$ cat config.mk
export PLATFORM = sky130hd
export DESIGN_NAME = aes_inv_key_expand
export DESIGN_NICKNAME = d
export VERILOG_FILES = /design/src/rtl/aes_inv_key_expand.sv
export SDC_FILE = /design/constraint.sdc
export NUM_CORES = 1
export LEC_CHECK = 0
export ABC_AREA = 1
export BUFFER_PORTS_ARGS = -buffer_cell sky130_fd_sc_hd__buf_2
export CORE_ASPECT_RATIO = 1.4
export CORE_UTILIZATION = 35
export DETAILED_ROUTE_END_ITERATION = 10
export PLACE_DENSITY_LB_ADDON = 0.1
export SLEW_MARGIN = 5
export SYNTH_ARGS = -nofsm -noshare
export SYNTH_HDL_FRONTEND = slang
export SYNTH_SLANG_ARGS = --single-unit
$ cat constraint.sdc
create_clock -name clk -period 2.9 [get_ports clk]
set_input_delay 0.29 -clock clk [delete_from_list [all_inputs] [get_ports clk]]
set_output_delay 0.29 -clock clk [all_outputs]
set_load 0.01 [all_outputs]
$ cat src/rtl/aes_inv_key_expand.sv
// AES-128 key schedule run forward to round 10, then stepped back one round key per request.
// Latency: round-10 key ready 10 cycles after kld; each accepted next yields the previous key on the same edge.
// Backpressure: none; next is honoured only when ready=1 and round>0, kld overrides everything.
//
// Ports: clk, rst_n (async, active-low); kld/key load the cipher key ({w0,w1,w2,w3});
//        next steps back one round; ready, round and rkey0..rkey3 present the current round key.

`ifdef COMPOSITE
// Computational S-box: GF(2^8) multiplicative inverse (x^254) followed by the AES affine map.
module aes_sbox_comp (
  input  logic [7:0] a,
  output logic [7:0] y
);
  function automatic logic [7:0] gmul(input logic [7:0] x, input logic [7:0] z);
    logic [7:0] p;
    logic [7:0] xx;
    p  = 8'h00;
    xx = x;
    for (int i = 0; i < 8; i++) begin
      if (z[i]) p = p ^ xx;
      xx = {xx[6:0], 1'b0} ^ (xx[7] ? 8'h1b : 8'h00);
    end
    return p;
  endfunction

  function automatic logic [7:0] sbox_f(input logic [7:0] x);
    logic [7:0] r;
    logic [7:0] p;
    r = 8'h01;
    p = x;
    // 254 = 8'b1111_1110: square-and-multiply over the exponent bits
    for (int i = 1; i < 8; i++) begin
      p = gmul(p, p);
      r = gmul(r, p);
    end
    return r ^ {r[6:0], r[7]} ^ {r[5:0], r[7:6]} ^ {r[4:0], r[7:5]} ^ {r[3:0], r[7:4]} ^ 8'h63;
  endfunction

  assign y = sbox_f(a);
endmodule
`else
// Table S-box: byte n of the table lives at bits [2047-8n -: 8].
module aes_sbox_lut (
  input  logic [7:0] a,
  output logic [7:0] y
);
  localparam logic [2047:0] SBOX = {
    256'h637c777bf26b6fc53001672bfed7ab76ca82c97dfa5947f0add4a2af9ca472c0,
    256'hb7fd9326363ff7cc34a5e5f171d8311504c723c31896059a071280e2eb27b275,
    256'h09832c1a1b6e5aa0523bd6b329e32f8453d100ed20fcb15b6acbbe394a4c58cf,
    256'hd0efaafb434d338545f9027f503c9fa851a3408f929d38f5bcb6da2110fff3d2,
    256'hcd0c13ec5f974417c4a77e3d645d197360814fdc222a908846eeb814de5e0bdb,
    256'he0323a0a4906245cc2d3ac629195e479e7c8376d8dd54ea96c56f4ea657aae08,
    256'hba78252e1ca6b4c6e8dd741f4bbd8b8a703eb5664803f60e613557b986c11d9e,
    256'he1f8981169d98e949b1e87e9ce5528df8ca1890dbfe6426841992d0fb054bb16
  };
  assign y = SBOX[2047 - 8 * int'(a) -: 8];
endmodule
`endif

module aes_inv_key_expand (
  input  logic         clk,
  input  logic         rst_n,
  input  logic         kld,
  input  logic [0:127] key,
  input  logic         next,
  output logic         ready,
  output logic [3:0]   round,
  output logic [31:0]  rkey0,
  output logic [31:0]  rkey1,
  output logic [31:0]  rkey2,
  output logic [31:0]  rkey3
);
  typedef enum logic [1:0] {IDLE = 2'd0, EXPAND = 2'd1, READY = 2'd2} state_t;

  state_t      state, state_nxt;
  logic [31:0] w0, w1, w2, w3;
  logic [3:0]  rnd;
  logic        do_fwd, do_bwd, ready_c;
  logic [31:0] t, sw, rc_word;
  logic [3:0]  rc_idx;
  logic [7:0]  sb_in  [4];
  logic [7:0]  sb_out [4];
  logic [31:0] f0, f1, f2, f3;
  logic [31:0] u0, u1, u2, u3;

  function automatic logic [7:0] rcon(input logic [3:0] i);
    case (i)
      4'd1:    return 8'h01;
      4'd2:    return 8'h02;
      4'd3:    return 8'h04;
      4'd4:    return 8'h08;
      4'd5:    return 8'h10;
      4'd6:    return 8'h20;
      4'd7:    return 8'h40;
      4'd8:    return 8'h80;
      4'd9:    return 8'h1b;
      4'd10:   return 8'h36;
      default: return 8'h00;
    endcase
  endfunction

  // State register
  always_ff @(posedge clk or negedge rst_n) begin
    if (!rst_n) state <= IDLE;
    else        state <= state_nxt;
  end

  // Next-state logic; kld restarts from any state
  always_comb begin
    state_nxt = state;
    if (kld) begin
      state_nxt = EXPAND;
    end else begin
      case (state)
        EXPAND:  if (rnd == 4'd9) state_nxt = READY;
        default: state_nxt = state;
      endcase
    end
  end

  // Output / control decode
  always_comb begin
    ready_c = (state == READY);
    do_fwd  = !kld && (state == EXPAND);
    do_bwd  = !kld && (state == READY) && next && (rnd != 4'd0);
  end

  // Shared S-box input: forward uses w3, backward recovers the old w3 as w3^w2.
  // Forward step r->r+1 needs rc(r+1); backward step r->r-1 needs rc(r).
  always_comb begin
    t       = (state == EXPAND) ? w3 : (w3 ^ w2);
    rc_idx  = (state == EXPAND) ? (rnd + 4'd1) : rnd;
    rc_word = {rcon(rc_idx), 24'h0};
    sb_in[0] = t[23:16];
    sb_in[1] = t[15:8];
    sb_in[2] = t[7:0];
    sb_in[3] = t[31:24];
    sw = {sb_out[0], sb_out[1], sb_out[2], sb_out[3]};
    f0 = w0 ^ sw ^ rc_word;
    f1 = w1 ^ f0;
    f2 = w2 ^ f1;
    f3 = w3 ^ f2;
    u3 = w3 ^ w2;
    u2 = w2 ^ w1;
    u1 = w1 ^ w0;
    u0 = w0 ^ sw ^ rc_word;
  end

  for (genvar i = 0; i < 4; i++) begin : g_sbox
`ifdef COMPOSITE
    aes_sbox_comp u_sbox (.a(sb_in[i]), .y(sb_out[i]));
`else
    aes_sbox_lut  u_sbox (.a(sb_in[i]), .y(sb_out[i]));
`endif
  end

  // Round-key words and round counter
  always_ff @(posedge clk or negedge rst_n) begin
    if (!rst_n) begin
      w0 <= '0; w1 <= '0; w2 <= '0; w3 <= '0;
      rnd <= 4'd0;
    end else if (kld) begin
      w0 <= key[0:31]; w1 <= key[32:63]; w2 <= key[64:95]; w3 <= key[96:127];
      rnd <= 4'd0;
    end else if (do_fwd) begin
      w0 <= f0; w1 <= f1; w2 <= f2; w3 <= f3;
      rnd <= rnd + 4'd1;
    end else if (do_bwd) begin
      w0 <= u0; w1 <= u1; w2 <= u2; w3 <= u3;
      rnd <= rnd - 4'd1;
    end
  end

  assign ready = ready_c;
  assign round = rnd;
  assign rkey0 = w0;
  assign rkey1 = w1;
  assign rkey2 = w2;
  assign rkey3 = w3;
endmodule

==> impl_metrics.xml <==
<?xml version="1.0" encoding="UTF-8"?>
<metrics>
  <group name="synthesis">
    <metric name="synth_cells" unit="">3876</metric>
    <metric name="syn_area" unit="sq mm">0.0215</metric>
    <metric name="yosys-top-cells-area" unit="">sky130_fd_sc_hd__nand2_1 23%, sky130_fd_sc_hd__nand3_1 22%, sky130_fd_sc_hd__dfrtp_1 16%, sky130_fd_sc_hd__inv_1 4.0%, sky130_fd_sc_hd__nor2_1 3.6%</metric>
    <metric name="synth.top_cells.by_count" unit="">1333 x sky130_fd_sc_hd__nand2_1, 952 x sky130_fd_sc_hd__nand3_1, 227 x sky130_fd_sc_hd__inv_1</metric>
    <metric name="yosys.area.top_type_share" unit="">0.233</metric>
    <metric name="synthMostInstantiatedCell" unit="">sky130_fd_sc_hd__nand2_1</metric>
    <metric name="syn_area_per_cell" unit="sq um">5.55</metric>
    <metric name="ys_seq_area_frac" unit="">0.156</metric>
    <metric name="synth_edf_count" unit="">0</metric>
    <metric name="ys_seq_elements" unit="">134</metric>
    <metric name="yosys_warnings" unit="">0</metric>
    <metric name="ys_async_sr_fraction" unit="">1.00</metric>
    <metric name="postSynthNetCount" unit="">4066</metric>
    <metric name="synthDominantAreaCellType" unit="">sky130_fd_sc_hd__nand2_1</metric>
    <metric name="synth.distinct_cells" unit="">48</metric>
    <metric name="synth_top_flop_cell" unit="">sky130_fd_sc_hd__dfrtp_1</metric>
  </group>
  <group name="finish">
    <metric name="syn2layout_area_growth" unit="%">63.1</metric>
    <metric name="total_area_of_multi_input_combinational_cells" unit="sq mm">0.0193</metric>
    <metric name="layout.filler_cells" unit="">6218</metric>
    <metric name="seqCellArea" unit="sq mm">0.00336</metric>
    <metric name="post-route-util" unit="">0.577</metric>
    <metric name="layout-drive-gt1-share" unit="">0.403</metric>
    <metric name="layout.nets" unit="">5048</metric>
  </group>
  <group name="routing">
    <metric name="detail_route.wl_per_cell" unit="um">23.7</metric>
    <metric name="finalWirelength" unit="mm">135</metric>
    <metric name="drc" unit="">0</metric>
    <metric name="route.antenna.remaining_nets" unit="">0</metric>
    <metric name="drt_first_pass_iters" unit="">7</metric>
    <metric name="vias" unit="">32560</metric>
    <metric name="drt_first_iter_violations" unit="">3329</metric>
    <metric name="detail_route.vias_per_cell" unit="">5.72</metric>
  </group>
  <group name="clock_network">
    <metric name="clock-sinks" unit="">134</metric>
    <metric name="cts_inserted_buffers" unit="">17</metric>
    <metric name="cts_tree" unit="">yes</metric>
    <metric name="clock_tree.root_cell" unit="">sky130_fd_sc_hd__clkbuf_16</metric>
    <metric name="max-clock-path-buffers" unit="">2</metric>
    <metric name="worst_skew_pair.late_latency" unit="ns">0.52</metric>
    <metric name="htree_levels" unit="">4</metric>
    <metric name="cts.reportedPaths.clkPinSlew" unit="ns">0.08</metric>
  </group>
  <group name="sta">
    <metric name="final_max_slew_viol_count" unit="">0</metric>
    <metric name="fmax" unit="MHz">317</metric>
    <metric name="fin_setup_tns" unit="ns">-9.53</metric>
    <metric name="worst-slew-pin-transition" unit="ns">0.797</metric>
    <metric name="fin_crit_sh" unit="">1.09</metric>
    <metric name="setup_viol_count_final" unit="">104</metric>
    <metric name="timing.max_slew.rel_slack" unit="">0.469</metric>
    <metric name="timing.final.crit_period" unit="ns">3.15</metric>
    <metric name="final_hold_viol_count" unit="">0</metric>
    <metric name="grt_setup_unrepaired" unit="">true</metric>
    <metric name="skew" unit="ns">0.0138</metric>
    <metric name="setup_ws" unit="ns">-0.251</metric>
  </group>
  <group name="critical_path">
    <metric name="worst_setup_path_start_kind" unit="">flip-flop</metric>
    <metric name="arrival" unit="ns">3.56</metric>
    <metric name="worst-endpoint-required" unit="ns">3.31</metric>
    <metric name="timing.critical_path.slowest_cell_delay" unit="ns">0.45</metric>
    <metric name="crit_top_cell" unit="">sky130_fd_sc_hd__nand2_2</metric>
    <metric name="timing.critical_path.fanout_max" unit="">7</metric>
    <metric name="crit_type" unit="">flip-flop to flip-flop</metric>
    <metric name="critPathSlowestCell" unit="">sky130_fd_sc_hd__dfrtp_2</metric>
    <metric name="critical_path_capture_point_type" unit="">flip-flop</metric>
  </group>
  <group name="placement">
    <metric name="io_buffers" unit="">264</metric>
    <metric name="hpwl" unit="mm">103</metric>
    <metric name="gpl.final_weighted_congestion" unit="">1.08</metric>
  </group>
  <group name="status">
    <metric name="result_of_the_run" unit="">finished with violations</metric>
    <metric name="failed_checks" unit="">negative setup slack</metric>
  </group>
  <group name="floorplanning">
    <metric name="die_height" unit="um">295</metric>
    <metric name="die_x" unit="um">211</metric>
    <metric name="io_pins" unit="">265</metric>
    <metric name="fp.dieArea" unit="sq mm">0.0624</metric>
    <metric name="start_util" unit="">0.354</metric>
    <metric name="rows" unit="">107</metric>
    <metric name="core-area" unit="sq mm">0.0608</metric>
  </group>
  <group name="global_routing">
    <metric name="global_route_wire_length_before_repair" unit="mm">192</metric>
    <metric name="grt_pass1_vias" unit="">30483</metric>
    <metric name="grtUsageTotal" unit="">0.413</metric>
    <metric name="grt_max_degree" unit="">90</metric>
    <metric name="antenna_found_initial" unit="">8</metric>
    <metric name="gr-total-overflow" unit="">0</metric>
  </group>
  <group name="min_path">
    <metric name="type_of_the_most_critical_hold_path" unit="">input pin to flip-flop</metric>
  </group>
  <group name="run">
    <metric name="drv_cap" unit="">0</metric>
  </group>
</metrics>
[cells by family after synthesis]
kind of cell    Yosys count  share of synthesized area
xor+xnor                108                     0.0444
fa+ha+maj                58                     0.0338
buf+inv                 494                      0.100
compound gates          480                      0.137
simple gates           2602                      0.529
flops                   134                      0.156
[routing by layer]
metal,vias up,GRT usage,wire length [um]
met2,1729,0.701,64200
li1,14991,-,-
met3,639,0.0635,9480
met5,-,0,22
met1,15197,0.458,48800
met4,4,0.333,12400
[layout by cell type, fill, tap and decap left out, drive strengths merged, types with 8 or more instances in the layout]
cell,synthesis,final
xnor2,24,24
a31oi,14,14
nand2,1369,1372
nor2,210,210
nand3,968,968
a21boi,8,8
dfrtp,134,134
xor2,84,84
o21ai,220,220
o211ai,84,84
nand3b,19,19
nand4,25,25
a21oi,97,97
clkbuf,93,23
ha,58,58
inv,258,265
a221oi,25,25
o22ai,17,17
buf,138,1185
[stage by stage]
step | cell area, sq um | instances | hold WS, ns | worst slack [ns]
finish | 35100 | 5695 | 0.0330 | -0.251
global route | 35100 | 5693 | 0.0505 | -0.411
CTS | 32200 | 5623 | 0.00446 | -0.190
detailed placement | 29800 | 5559 | 0.290 | -0.509
global placement | 29800 | 5559 | 0.286 | -0.427
floorplan | 21500 | 3876 | -0.00559 | 0.0381
[state kept, by name (all words and copies together), names as in the netlist]
name   count
rkey0     32
rkey1     32
rkey3     32
state      2
rkey2     32
round      4
[layout make-up]
| cell class | count | area share |
|---|---|---|
| Multi-Input combinational cell | 3251 | 0.550 |
| Timing Repair Buffer | 1192 | 0.277 |
| Sequential cell | 134 | 0.0958 |
| Inverter | 262 | 0.0292 |
| Tap cell | 817 | 0.0291 |
| Clock buffer | 18 | 0.0125 |
| Clock inverter | 14 | 0.00599 |
| Antenna cell | 7 | 0.000499 |
[worst paths after layout]
check,start,to,slack (ns),cells past startpoint
min,key[13],rkey0[18],0.03,3
min reg2reg,rkey3[13],rkey3[13],0.55,2
min in group asynchronous,rst_n,round[1],0.30,2
max reg2reg,state[1],rkey3[24],-0.25,26
max,state[1],rkey3[24],-0.25,26
max in group asynchronous,rst_n,rkey2[8],1.84,3
[worst max-delay path: cells and delay by family (launching register included)]
family | cells | cell delay (ns)
compound gates | 1 | 0.14
buf+inv | 6 | 0.75
flops | 1 | 0.45
simple gates | 19 | 1.66
[what timing repair did]
action,in CTS,in global routing
resized for setup,374,562
setup endpoints to repair,127,127
endpoints found under the hold margin,47,0
pin swaps,72,171
setup buffers,27,62
hold buffers,2,0
cloned,5,6
Power is left out: the tool's default activity adds up to more than one toggle a clock period on the data nets, which glitch-free logic cannot reach.
